===== config.mk =====
export PLATFORM = sky130hd
export DESIGN_NAME = pkt_matrix_arbiter_flat
export DESIGN_NICKNAME = d
export VERILOG_FILES = /design/src/rtl/pkt_matrix_arbiter_pkg.sv /design/src/rtl/pkt_matrix_arbiter_if.sv /design/src/rtl/pkt_matrix_arbiter_core.sv /design/src/rtl/pkt_matrix_arbiter.sv /design/src/flat_wrapper.sv
export SDC_FILE = /design/constraint.sdc
export NUM_CORES = 1
export LEC_CHECK = 0
export CAP_MARGIN = 20
export CORE_ASPECT_RATIO = 0.75
export CORE_MARGIN = 5
export CORE_UTILIZATION = 50
export CTS_CLUSTER_DIAMETER = 80
export DETAILED_ROUTE_END_ITERATION = 7
export GPL_TIMING_DRIVEN = 0
export PLACE_DENSITY = 0.75
export SETUP_SLACK_MARGIN = 0.05
export SKIP_LAST_GASP = 1
export SYNTH_ARGS = -nofsm -noshare
export SYNTH_HDL_FRONTEND = slang
export SYNTH_HIERARCHICAL = 1
export SYNTH_SLANG_ARGS = --single-unit

===== constraint.sdc =====
create_clock -name clk -period 2.8 [get_ports clk]
set_clock_uncertainty 0.2 [all_clocks]
set_input_delay 0.56 -clock clk [delete_from_list [all_inputs] [get_ports clk]]
set_output_delay 0.56 -clock clk [all_outputs]
set_load 0.01 [all_outputs]

===== src/rtl/pkt_matrix_arbiter_pkg.sv =====
// Shared types and helpers for the packet-aware matrix arbiter.
package noc2_arb_pkg;

  typedef enum logic [0:0] {ARB_IDLE, ARB_LOCKED} arb_state_t;

  localparam int ARB_NUM_DEFAULT       = 4;
  localparam int ARB_MAX_BEATS_DEFAULT = 64;
  // Widest requester vector the index helper accepts.
  localparam int ARB_NUM_MAX           = 64;

  // Binary index of a one-hot vector; only the low num bits are considered.
  function automatic int onehot_to_idx(input logic [ARB_NUM_MAX-1:0] oh, input int num);
    int idx;
    idx = 0;
    for (int k = 0; k < ARB_NUM_MAX; k++) begin
      if (k < num && oh[k]) idx = idx | k;
    end
    return idx;
  endfunction

endpackage


===== src/rtl/pkt_matrix_arbiter_if.sv =====
// Request/grant bundle between input-VC heads and the arbiter.
interface pkt_matrix_arbiter_if
  import noc2_arb_pkg::*;
#(
  parameter int NUM   = ARB_NUM_DEFAULT,
  parameter int IDX_W = $clog2(NUM)
);
  logic [NUM-1:0]   i_req;
  logic [NUM-1:0]   i_last;
  logic             i_accept;
  logic [NUM-1:0]   o_gnt;
  logic [IDX_W-1:0] o_gnt_idx;
  logic             o_locked;
  logic             o_overrun;

  modport master (
    output i_req, i_last, i_accept,
    input  o_gnt, o_gnt_idx, o_locked, o_overrun
  );

  modport slave (
    input  i_req, i_last, i_accept,
    output o_gnt, o_gnt_idx, o_locked, o_overrun
  );
endinterface


===== src/rtl/pkt_matrix_arbiter_core.sv =====
// Least-recently-served priority matrix: upper-triangle flops, mirrored lower half.
module matrix_prio_core
  import noc2_arb_pkg::*;
#(
  parameter int NUM = ARB_NUM_DEFAULT
) (
  input  logic           clk,
  input  logic           rst,
  input  logic [NUM-1:0] req_eff,
  input  logic           upd,
  input  logic [NUM-1:0] upd_onehot,
  output logic [NUM-1:0] arb_gnt
);

  // m[i][j] = 1 means requester i beats requester j.
  logic [NUM-1:0][NUM-1:0] m;
  logic [NUM-1:0]          dis;

  for (genvar gi = 0; gi < NUM; gi++) begin : g_row
    assign m[gi][gi] = 1'b0;
    for (genvar gj = gi + 1; gj < NUM; gj++) begin : g_col
      logic p_q, p_d;

      // Winner drops below everyone it shares a cell with.
      always_comb begin
        p_d = p_q;
        if (upd) p_d = (p_q | upd_onehot[gj]) & ~upd_onehot[gi];
      end

      always_ff @(posedge clk or posedge rst) begin
        if (rst) p_q <= 1'b0;
        else     p_q <= p_d;
      end

      assign m[gi][gj] = p_q;
      assign m[gj][gi] = ~p_q;
    end
  end

  always_comb begin
    dis = '0;
    for (int j = 0; j < NUM; j++) begin
      for (int i = 0; i < NUM; i++) begin
        dis[j] = dis[j] | (m[i][j] & req_eff[i]);
      end
    end
  end

  assign arb_gnt = req_eff & ~dis;

endmodule


===== src/rtl/pkt_matrix_arbiter.sv =====
// Packet-locking LRS arbiter for one NoC router output port, with beat watchdog.
module pkt_matrix_arbiter
  import noc2_arb_pkg::*;
#(
  parameter int NUM       = ARB_NUM_DEFAULT,
  parameter int LOCK_PKT  = 1,
  parameter int MAX_BEATS = ARB_MAX_BEATS_DEFAULT,
  parameter int IDX_W     = $clog2(NUM)
) (
  input  logic                clk,
  input  logic                rst,
  pkt_matrix_arbiter_if.slave bus
);

  localparam int CNT_W = $clog2(MAX_BEATS + 1);

  arb_state_t       state_q, state_d;
  logic [IDX_W-1:0] lock_idx_q, lock_idx_d;
  logic [CNT_W-1:0] beat_cnt_q, beat_cnt_d;
  logic             overrun_q, overrun_d;

  logic [NUM-1:0]   lock_oh;
  logic [NUM-1:0]   req_eff;
  logic [NUM-1:0]   arb_gnt;
  logic [IDX_W-1:0] win_idx;
  logic             xfer;
  logic             win_last;
  logic             upd;

  matrix_prio_core #(.NUM(NUM)) u_core (
    .clk        (clk),
    .rst        (rst),
    .req_eff    (req_eff),
    .upd        (upd),
    .upd_onehot (arb_gnt),
    .arb_gnt    (arb_gnt)
  );

  // While locked only the owner may compete, so the matrix grants it or nothing.
  always_comb begin
    lock_oh = {{(NUM-1){1'b0}}, 1'b1} << lock_idx_q;
    req_eff = bus.i_req;
    if (state_q == ARB_LOCKED) req_eff = bus.i_req & lock_oh;
  end

  always_comb begin
    win_idx  = IDX_W'(onehot_to_idx(ARB_NUM_MAX'(arb_gnt), NUM));
    xfer     = (|(arb_gnt & bus.i_req)) & bus.i_accept;
    win_last = |(arb_gnt & bus.i_last);
  end

  always_comb begin
    state_d    = state_q;
    lock_idx_d = lock_idx_q;
    beat_cnt_d = beat_cnt_q;
    overrun_d  = overrun_q;
    upd        = 1'b0;
    if (LOCK_PKT == 0) begin
      state_d = ARB_IDLE;
      upd     = xfer;
    end else begin
      case (state_q)
        ARB_IDLE: begin
          if (xfer) begin
            if (win_last) begin
              upd = 1'b1;
            end else begin
              state_d    = ARB_LOCKED;
              lock_idx_d = win_idx;
              beat_cnt_d = CNT_W'(1);
            end
          end
        end
        ARB_LOCKED: begin
          if (xfer) begin
            if (win_last) begin
              upd        = 1'b1;
              state_d    = ARB_IDLE;
              beat_cnt_d = '0;
            end else if (beat_cnt_q == CNT_W'(MAX_BEATS - 1)) begin
              // Runaway packet: release and demote the owner anyway.
              upd        = 1'b1;
              state_d    = ARB_IDLE;
              beat_cnt_d = '0;
              overrun_d  = 1'b1;
            end else begin
              beat_cnt_d = beat_cnt_q + CNT_W'(1);
            end
          end
        end
        default: state_d = ARB_IDLE;
      endcase
    end
  end

  always_ff @(posedge clk or posedge rst) begin
    if (rst) begin
      state_q    <= ARB_IDLE;
      lock_idx_q <= '0;
      beat_cnt_q <= '0;
      overrun_q  <= 1'b0;
    end else begin
      state_q    <= state_d;
      lock_idx_q <= lock_idx_d;
      beat_cnt_q <= beat_cnt_d;
      overrun_q  <= overrun_d;
    end
  end

  assign bus.o_gnt     = arb_gnt;
  assign bus.o_gnt_idx = win_idx;
  assign bus.o_locked  = (state_q == ARB_LOCKED);
  assign bus.o_overrun = overrun_q;

endmodule


===== src/flat_wrapper.sv =====
// flat-port wrapper written by rule: the top's interface ports become plain ports
module pkt_matrix_arbiter_flat import noc2_arb_pkg::*;
#(
  parameter int NUM       = ARB_NUM_DEFAULT,
  parameter int LOCK_PKT  = 1,
  parameter int MAX_BEATS = ARB_MAX_BEATS_DEFAULT,
  parameter int IDX_W     = $clog2(NUM)
)
  (clk, rst, bus_i_req, bus_i_last, bus_i_accept, bus_o_gnt, bus_o_gnt_idx, bus_o_locked, bus_o_overrun);
  pkt_matrix_arbiter_if #(.NUM(NUM), .IDX_W(IDX_W)) bus_i ();
  input  logic clk;
  input  logic rst;
  input wire logic [$bits(bus_i.i_req)-1:0] bus_i_req;
  input wire logic [$bits(bus_i.i_last)-1:0] bus_i_last;
  input wire logic [$bits(bus_i.i_accept)-1:0] bus_i_accept;
  output wire logic [$bits(bus_i.o_gnt)-1:0] bus_o_gnt;
  output wire logic [$bits(bus_i.o_gnt_idx)-1:0] bus_o_gnt_idx;
  output wire logic [$bits(bus_i.o_locked)-1:0] bus_o_locked;
  output wire logic [$bits(bus_i.o_overrun)-1:0] bus_o_overrun;
  assign bus_i.i_req = bus_i_req;
  assign bus_i.i_last = bus_i_last;
  assign bus_i.i_accept = bus_i_accept;
  assign bus_o_gnt = bus_i.o_gnt;
  assign bus_o_gnt_idx = bus_i.o_gnt_idx;
  assign bus_o_locked = bus_i.o_locked;
  assign bus_o_overrun = bus_i.o_overrun;
  pkt_matrix_arbiter #(.NUM(NUM), .LOCK_PKT(LOCK_PKT), .MAX_BEATS(MAX_BEATS), .IDX_W(IDX_W)) u_core (.clk(clk), .rst(rst), .bus(bus_i));
endmodule

## Word level (Yosys, flattened, before mapping)

Index checks and enable logic that the tools add are counted.

| word-level totals | value |
|---|---|
| register bits | 17 |
| input port bits | 11 |
| output and inout port bits | 8 |
| word-level logic and storage cells | 92 |

| cells by class | value |
|---|---|
| $add $sub $neg | 1 |
| eq/ne operators | 4 |
| shift operators | 1 |
| mux-type cells | 22 |
| bitwise gates (word level) | 49 |
| reductions and logical operators | 5 |

Operator list:

| kind | count |
|---|---|
| $mux W7 | 5 |
| $and A1 B1 Y1 | 19 |
| $and A4 B4 Y4 | 4 |
| $or A1 B1 Y1 | 14 |
| $pmux W7 S2 | 1 |
| $mux W1 | 11 |
| $not A1 Y1 | 11 |
| $reduce_or A4 Y1 | 2 |
| $add A7 B1 Y7 const B | 1 |
| $eq A7 B6 Y1 const B | 1 |
| $reduce_and A3 Y1 | 2 |
| $mux W2 | 2 |
| $mux W4 | 1 |
| $ne A2 B2 Y1 const B | 2 |
| $not A4 Y4 | 1 |
| $pmux W1 S2 | 2 |
| $reduce_and A4 Y1 | 1 |
| $shl A1 B2 Y4 const A | 1 |
| $ne A2 B1 Y1 const B | 1 |

## Logic depth before layout (Yosys ltp)

Gate-level depths: netlist of run 1.

| depth | value |
|---|---|
| depth in word-level cells | 13 |
| gate-level depth with buffers | 12 |
| mapped depth without buffers | 10 |

## Hierarchy

The synthesis of run 1 kept the hierarchy.

Modules (own cells, without submodules):

| module | times used | cells an instance | area each (um2) | sequential area each (um2) |
|---|---|---|---|---|
| pkt_matrix_arbiter | 1 | 72 | 704.4 | 275.3 |
| matrix_prio_core | 1 | 33 | 319.1 | 150.1 |

## Worst setup path after synthesis of run 1

Ideal clock, no wire load.

| timing | value |
|---|---|
| path type | register to register |
| start | register u_core.state_q, in the netlist u_core/bus.o_locked |
| end | register u_core.beat_cnt_q[2] |
| arrival time | 2.398 ns |
| data required time | 2.476 ns |
| slack | 0.078 ns |
| stages on the path, launching flop included | 11 |
| path buffers | 2 |
| clock period less this slack | 2.722 ns |
| cells stage by stage | dfrtp_1 buf_2 o21ai_0 and2_1 a22o_1 nor3_2 a22o_2 o21ai_4 or2_1 buf_6 a211o_1 |

| on the way | value |
|---|---|
| cells in the longest elaborated chain, start to end | 11 |

RTL lines:

| what | line | source |
|---|---|---|
| from (decl) | pkt_matrix_arbiter.sv:17 | `arb_state_t state_q, state_d;` |
| from (signal assigned) | pkt_matrix_arbiter.sv:103 | `state_q <= state_d;` |
| $mux W4 (*) | pkt_matrix_arbiter.sv:43 | `if (state_q == ARB_LOCKED) req_eff = bus.i_req & lock_oh;` |
| named net u_core.req_eff[0] | pkt_matrix_arbiter.sv:23 | `logic [NUM-1:0] req_eff;` |
| $and A1 B1 Y1 (*) | pkt_matrix_arbiter_core.sv:44 | `dis[j] = dis[j] \| (m[i][j] & req_eff[i]);` |
| $or A1 B1 Y1 (*) (2 in a row) | pkt_matrix_arbiter_core.sv:44 |  |
| $not A4 Y4 (*) | pkt_matrix_arbiter_core.sv:49 | `assign arb_gnt = req_eff & ~dis;` |
| $and A4 B4 Y4 (*) | pkt_matrix_arbiter_core.sv:49 |  |
| named net bus_o_gnt[2] | flat_wrapper.sv:16 | `output wire logic [$bits(bus_i.o_gnt)-1:0] bus_o_gnt;` |
| $and A4 B4 Y4 (on tied branches) | pkt_matrix_arbiter.sv:49, pkt_matrix_arbiter.sv:48 |  |
| $reduce_or A4 Y1 (on tied branches) | pkt_matrix_arbiter.sv:49, pkt_matrix_arbiter.sv:48 |  |
| $mux W7 or $and A1 B1 Y1 (tied branches) | pkt_matrix_arbiter.sv:76, pkt_matrix_arbiter.sv:48 |  |
| $mux W7 (tied with other cells) | pkt_matrix_arbiter.sv:75 | `if (xfer) begin` |
| $pmux W7 S2 or $reduce_and A3 Y1 (tied branches) | -- |  |
| to (signal assigned) | pkt_matrix_arbiter.sv:105 | `beat_cnt_q <= beat_cnt_d;` |
| to (decl) | pkt_matrix_arbiter.sv:19 | `logic [CNT_W-1:0] beat_cnt_q, beat_cnt_d;` |

The timed path passes the listed nets; every way through them passes the cells marked *. The select of a mux whose other input is x is not followed.
A chain may end at the register's enable or synchronous reset.

## Final worst setup path of run 1

| timing | value |
|---|---|
| start | register u_core.state_q, in the netlist u_core/bus.o_locked |
| end | output bus_o_gnt[1] |

RTL lines:

| what | line |
|---|---|
| $mux W4 | pkt_matrix_arbiter.sv:43 |
| named net u_core.req_eff[1] | pkt_matrix_arbiter.sv:23 |
| $and A4 B4 Y4 | pkt_matrix_arbiter_core.sv:49 |
| to (decl) | flat_wrapper.sv:16 |

The timed path passes the listed nets, and every way through them passes these cells.

==> metrics, run 1 <==
dpl hpwl=about 1.9 mm; measured slew at the worst slew-check pin=0.438 ns; post-synthesis adder-cell area fraction=0.0122; DRT iter0 DRCs=97; largest stage delay on the critical path=0.41 ns; crit path max fanout=4; Hold Path Sink=u_core/bus.o_overrun$_DFFE_PP0P_; # IOs=19; vias per cell=6.00; max_slew headroom=0.708; reg-to-reg setup timing slack=0.16 ns; R2R depth=11; warnings from Yosys=6; CP top delay family=buffers and inverters; vias in the first global route=893; share of the synthesized area in the top cell type=0.416; Tot GR Track Use=0.190; area grow syn2layout=41.8%; Initial Util=0.517; Worst IR Drop VDD=655 uV; power per cell area=1040 nW/um^2; core area=between 1500 and 2000 sq um; slowest cell on the critical path=dfrtp_1; Final Util=0.733; drt pass-1 iters=4; Synth area leaders=dfrtp_1 42%, a21oi_1 6.8%, a22o_2 3.9%; layout cells sized above 1=0.372; die height=49.2 um; Buffers on Ports=18; Synth Area in Simple Gates=0.205; cell row count=14; Die W=~62 um; Worst-Skew Late Latency=0.30 ns; XOR/XNOR Fraction of Synth Area=0; Startpoint Class=flip-flop; Ant. Diodes=0; DR WL/cell=between 15 and 20 um; Final setup viols=0; CTS buffer count=3; endpoints failing hold=0; Slew Limit Fails=0; outcome=completed; Distinct cells, synth=38; asr flop ratio synth=1.00; Worst Path Buf+Inv=4; CTS tree=built; initial antenna violation count=0; H-tree depth=1; Hold WS=0.276 ns; Setup crit end kind=primary output; WS Path Type=reg -> out; min Tclk post-route=2.69 ns; clock sinks=17; gpl congestion=0.810; f_max=372 MHz; sequential area share after synthesis=0.416; Root Driver=clkbuf_4; vias=966; reg2reg start=u_core/bus.o_locked$_DFF_PP0_; largest area contributor in the netlist=dfrtp_1; post-route ant nets=0; Min-Delay Path Depth=1; syn_nets=approximately 120; required time worst endpoint=2.04 ns; Worst R2R End=u_core/beat_cnt_q[4]$_DFFE_PP0P_; post-synthesis mux area share=0.0330; Most used DFF post-synth=dfrtp_1; synthesized flop and latch total=17; CP Depth=7; Hold Startpoint=u_core/bus.o_overrun$_DFFE_PP0P_; Worst Setup SP=u_core/bus.o_locked$_DFF_PP0_; # DRC=0; fin nets=150; hold_buf cts=0; Worst Hold Class=reg -> reg; pin count of the biggest net entering global routing=12; average size of a mapped cell=9.75 sq um; leakage=between 0.0006 and 0.0007 uW; first-pass GRT wire length=4.53 mm; Post-synth EDFFs=0; gr ovfl total=0; RSZ-0062 raised after global routing=true; crit-path cells=buf_6 > buf_8 > a21boi_4 > a21boi_2 > o211a_4 > buf_4 > dlygate4sd2_1; MaxCap Viol Count=0; largest family of logic cells by synthesized area=compound AO/OA/AOI/OAI gates; clock slew at reported path FFs=about 0.10 ns; die area=3060 sq um; final WL=around 2.8 mm; synthesized cell area=1020 sq um; Clock Tree Buf Depth=2; Arr. time, crit path=between 1.5 and 2 ns; Post-Synthesis Cells=105; final period utilization=0.961; Compound-Gate Fraction of Synth Area=0.292
## layout by cell type, fill, tap and decap left out, drive strengths merged, types with 3 or more instances in the layout
| cell | instances |
|---|---|
| clkdlybuf4s50 | 8 |
| nand2b | 5 |
| or2 | 3 |
| a22o | 6 |
| inv | 4 |
| mux2 | 3 |
| clkbuf | 3 |
| a21oi | 14 |
| buf | 15 |
| a22oi | 3 |
| o21ai | 4 |
| nor3 | 3 |
| nand3 | 3 |
| dlygate4sd2 | 5 |
| nand2 | 8 |
| dfrtp | 17 |
| a21boi | 4 |
| nor2 | 8 |
## registers in the layout, summed over array words and instances, names as in the netlist
register and flops:
u_core/bus.o_locked 1, u_core/u_core/g_row.g_col.p_q 6, u_core/beat_cnt_q 7, u_core/bus.o_overrun 1, u_core/lock_idx_q 2
## layout make-up
class                   instances  area, sq um
multi-input cells              81          659
fillers                       152          528
flip-flops and latches         17          425
repair buffers                 28          260
plain buffers                   3         33.8
well taps                      24         30.0
clock buffers                   3         22.5
inverters                       4         15.0
clock inverters                 1         5.00
## through the flow
step | std cells | instance area [sq um] | setup TNS, ns | setup slack [ns] | total power, uW
finish | 161 | 1450 | 0 | 0.110 | 1500
global route | 161 | 1450 | 0 | 0.00694 | 1600
CTS | 159 | 1400 | -0.104 | -0.104 | 1430
detailed placement | 147 | 1230 | -9.83 | -0.672 | 1140
global placement | 147 | 1230 | -8.95 | -0.617 | 1110
floorplan | 105 | 1020 | 0 | 0.0781 | 899
## how the worst max path moves through the flow
stage	end	slack (ns)
2_1_floorplan	u_core/beat_cnt_q[2]$_DFFE_PP0P_	0.08
3_3_place_gp	bus_o_gnt_idx[0]	-0.62
3_5_place_dp	bus_o_gnt_idx[0]	-0.67
4_1_cts	bus_o_gnt_idx[0]	-0.10
5_1_grt	bus_o_gnt[1]	0.007
6_report	bus_o_gnt[1]	0.11
## where the power goes
group	total (uW)	internal [uW]	switching (uW)	leakage, uW
Sequential	447	338	108	0.000209
Combinational	923	460	463	0.000431
Clock	134	53.2	80.4	0.0000177
## cells by family after synthesis
| family | count (synthesis) |
|---|---|
| buffers and inverters | 7 |
| adder cells (fa/ha/maj) | 1 |
| AND/OR/NAND/NOR | 38 |
| multiplexers | 3 |
| AO/OA/AOI/OAI | 39 |
| flip-flops | 17 |
## routing by layer
layer	routed length [um]	share of wire	GRT usage
met3	181	0.065	0.0645
met4	42	0.015	0.0325
met1	1290	0.46	0.260
met2	1290	0.46	0.291
met5	0	0	0
## cells in the mapped netlist, types with 3 or more instances
library cell	n
a21boi_0	3
a21oi_1	14
a22o_2	4
dfrtp_1	17
inv_1	4
mux2_2	3
nand2_1	8
nand2b_1	5
nand3_1	3
nor2_1	8
nor3_2	3
## timing repair
item	CTS	global route
endpoints found under the setup margin	22	18
resized for setup	42	10
buffers inserted	8	3
pin swaps	6	10
Note: power is estimated with default switching activity, not from simulation.
==> inputs of run 2 (changes only) <==
--- a/config.mk
+++ b/config.mk
@@ -8,11 +8,11 @@
 export CAP_MARGIN = 20
 export CORE_ASPECT_RATIO = 0.75
 export CORE_MARGIN = 5
-export CORE_UTILIZATION = 50
+export CORE_UTILIZATION = 54
 export CTS_CLUSTER_DIAMETER = 80
 export DETAILED_ROUTE_END_ITERATION = 7
 export GPL_TIMING_DRIVEN = 0
-export PLACE_DENSITY = 0.75
+export PLACE_DENSITY = 0.8
 export SETUP_SLACK_MARGIN = 0.05
 export SKIP_LAST_GASP = 1
 export SYNTH_ARGS = -nofsm -noshare
==> constraint.sdc (replaced) <==
create_clock -name clk -period 3.4 [get_ports clk]
set_clock_uncertainty 0.2 [all_clocks]
set_input_delay 0.68 -clock clk [delete_from_list [all_inputs] [get_ports clk]]
set_output_delay 0.68 -clock clk [all_outputs]
set_load 0.01 [all_outputs]
==> run 2 against run 1 <==
  * Register-to-register slack improved by 0.32 ns
  * Total power decreased by 26%
  * Highest routed layer unchanged
  * Utilization increased by 1.4 points
==> metrics, run 2 (synthesis gave the netlist of run 1 again) <==
outcome=completed; most frequent cells in the layout=17 x dfrtp_1, 14 x clkdlybuf4s50_1, 14 x a21oi_1; Final Util=0.747; P_sw=around 480 uW; Comb power frac=0.567; fin nets=145; power per cell area=~840 nW/um^2; most common cell after layout, fill and taps aside=dfrtp_1; measured slew at the worst slew-check pin=0.432 ns; Switching Fraction=0.432; Clock Tree Buf Depth=2; first-pass GRT wire length=around 4.5 mm; core area=1770 sq um; crit-path cells=clkdlybuf4s50_1 > a21boi_2 > a22oi_1 > and3_2 > clkdlybuf4s50_1; # IOs=19; required time worst endpoint=2.52 ns; Hold Startpoint=u_core/bus.o_overrun$_DFFE_PP0P_; Hold WS=0.273 ns; CTS tree=built; Startpoint Class=primary input; clock slew at reported path FFs=roughly 0.12 ns; Final Total Pwr=1110 uW; die area=between 2000 and 3000 sq um; initial antenna violation count=0; final WL=~2.6 mm; MaxCap Viol Count=0; clock sinks=17; H-tree depth=1; die height=around 48 um; largest stage delay on the critical path=0.56 ns; min Tclk post-route=3.27 ns; Buffers on Ports=18; RSZ-0062 raised after global routing=false; cell row count=13; Largest regs=u_core/beat_cnt_q (7), u_core/u_core/g_row.g_col.p_q (6), u_core/lock_idx_q (2); DR WL/cell=about 17 um; Setup crit end kind=primary output; Most common cell on crit path=clkdlybuf4s50_1; drt pass-1 iters=4; vias per cell=6.06; Worst R2R End=u_core/beat_cnt_q[2]$_DFFE_PP0P_; post-placement cell count=145; placed instance area=1230 sq um; gpl congestion=between 0.8 and 0.9; Min-Delay Path Depth=1; final period utilization=0.961; max_slew headroom=0.712; slowest cell on the critical path=clkdlybuf4s50_1; crit path max fanout=8; R2R depth=12; post-route cell area=1330 sq um; gr ovfl total=0; Hold Path Sink=u_core/bus.o_overrun$_DFFE_PP0P_; dpl hpwl=1.90 mm; reg-to-reg setup timing slack=approximately 0.48 ns; Worst-Skew Late Latency=0.31 ns; Tot GR Track Use=0.225; Root Driver=clkbuf_4; endpoints failing hold=0; sequential share of power=0.325; largest register by flop count=u_core/beat_cnt_q; Ant. Diodes=0; CTS buffer count=3; Initial Util=0.577; vias in the first global route=between 900 and 1,000; layout cells sized above 1=0.250; reg2reg start=u_core/bus.o_locked$_DFF_PP0_; Die W=60.3 um; Int Power=632 uW; Arr. time, crit path=2.39 ns; DRT iter0 DRCs=24; Worst IR Drop VDD=525 uV; leakage=0.000596 uW; vias=934; number of flip-flops in the largest register=7; Clk pwr share=0.108; # DRC=0; f_max=306 MHz; Worst Hold Class=reg -> reg; Slew Limit Fails=0; WS Path Type=in -> out; area grow syn2layout=29.5%; pin count of the biggest net entering global routing=12; post-route ant nets=0; Final Instance Count excl. Fillers=154; Final setup viols=0
[run 2: cell type report]
type | instances | area (sq um)
fillers | 133 | 448
plain buffers | 3 | 30.0
repair buffers | 23 | 216
well taps | 22 | 27.5
flip-flops and latches | 17 | 425
multi-input cells | 81 | 581
inverters | 4 | 15.0
clock buffers | 3 | 22.5
clock inverters | 1 | 7.51
[run 2: worst max path at each step]
stage	startpoint	end	slack, ns	cells past startpoint
after global placement	bus_i_req[1]	bus_o_gnt_idx[0]	-0.24	6
after detailed placement	bus_i_req[1]	bus_o_gnt_idx[0]	-0.37	6
after CTS	bus_i_req[0]	bus_o_gnt[2]	0.07	6
final	bus_i_req[2]	bus_o_gnt[3]	0.13	5
after global routing	bus_i_req[2]	bus_o_gnt[3]	0.06	5
after floorplan	u_core/bus.o_locked$_DFF_PP0_	u_core/beat_cnt_q[2]$_DFFE_PP0P_	0.68	10
[run 2: repair_timing]
action                                  4_1_cts  5_1_grt
endpoints found under the setup margin        6        3
hold buffers                                  0        0
resized for setup                            12        3
setup buffers                                 5        0
pin swaps                                     2        0
[run 2: routing by layer]
layer | wire length (um) | global-route usage | vias to the layer above
li1 | - | - | 444
met1 | 1190 | 0.293 | 437
met2 | 1170 | 0.341 | 44
met3 | 201 | 0.0620 | 9
met4 | 76 | 0.133 | 0
met5 | 0 | 0 | -
[run 2: through the flow]
stage / TNS [ns] / setup slack [ns]
2_1_floorplan: 0 / 0.678
3_3_place_gp: -0.674 / -0.236
3_5_place_dp: -2.03 / -0.368
4_1_cts: 0 / 0.0663
5_1_grt: 0 / 0.0557
6_report: 0 / 0.134
[run 2: power by group through the flow]
stage | registers (uW) | clock network (uW) | logic (uW)
floorplan | 337 | 0 | 404
global placement | 355 | 0 | 553
detailed placement | 362 | 0 | 575
CTS | 360 | 123 | 624
global route | 374 | 133 | 691
finish | 362 | 120 | 631
[run 2: critical path: cells and delay by family]
kind,cells,cell delay [ns]
buffers and inverters,2,1.00
AO/OA/AOI/OAI,2,0.40
AND/OR/NAND/NOR,1,0.30
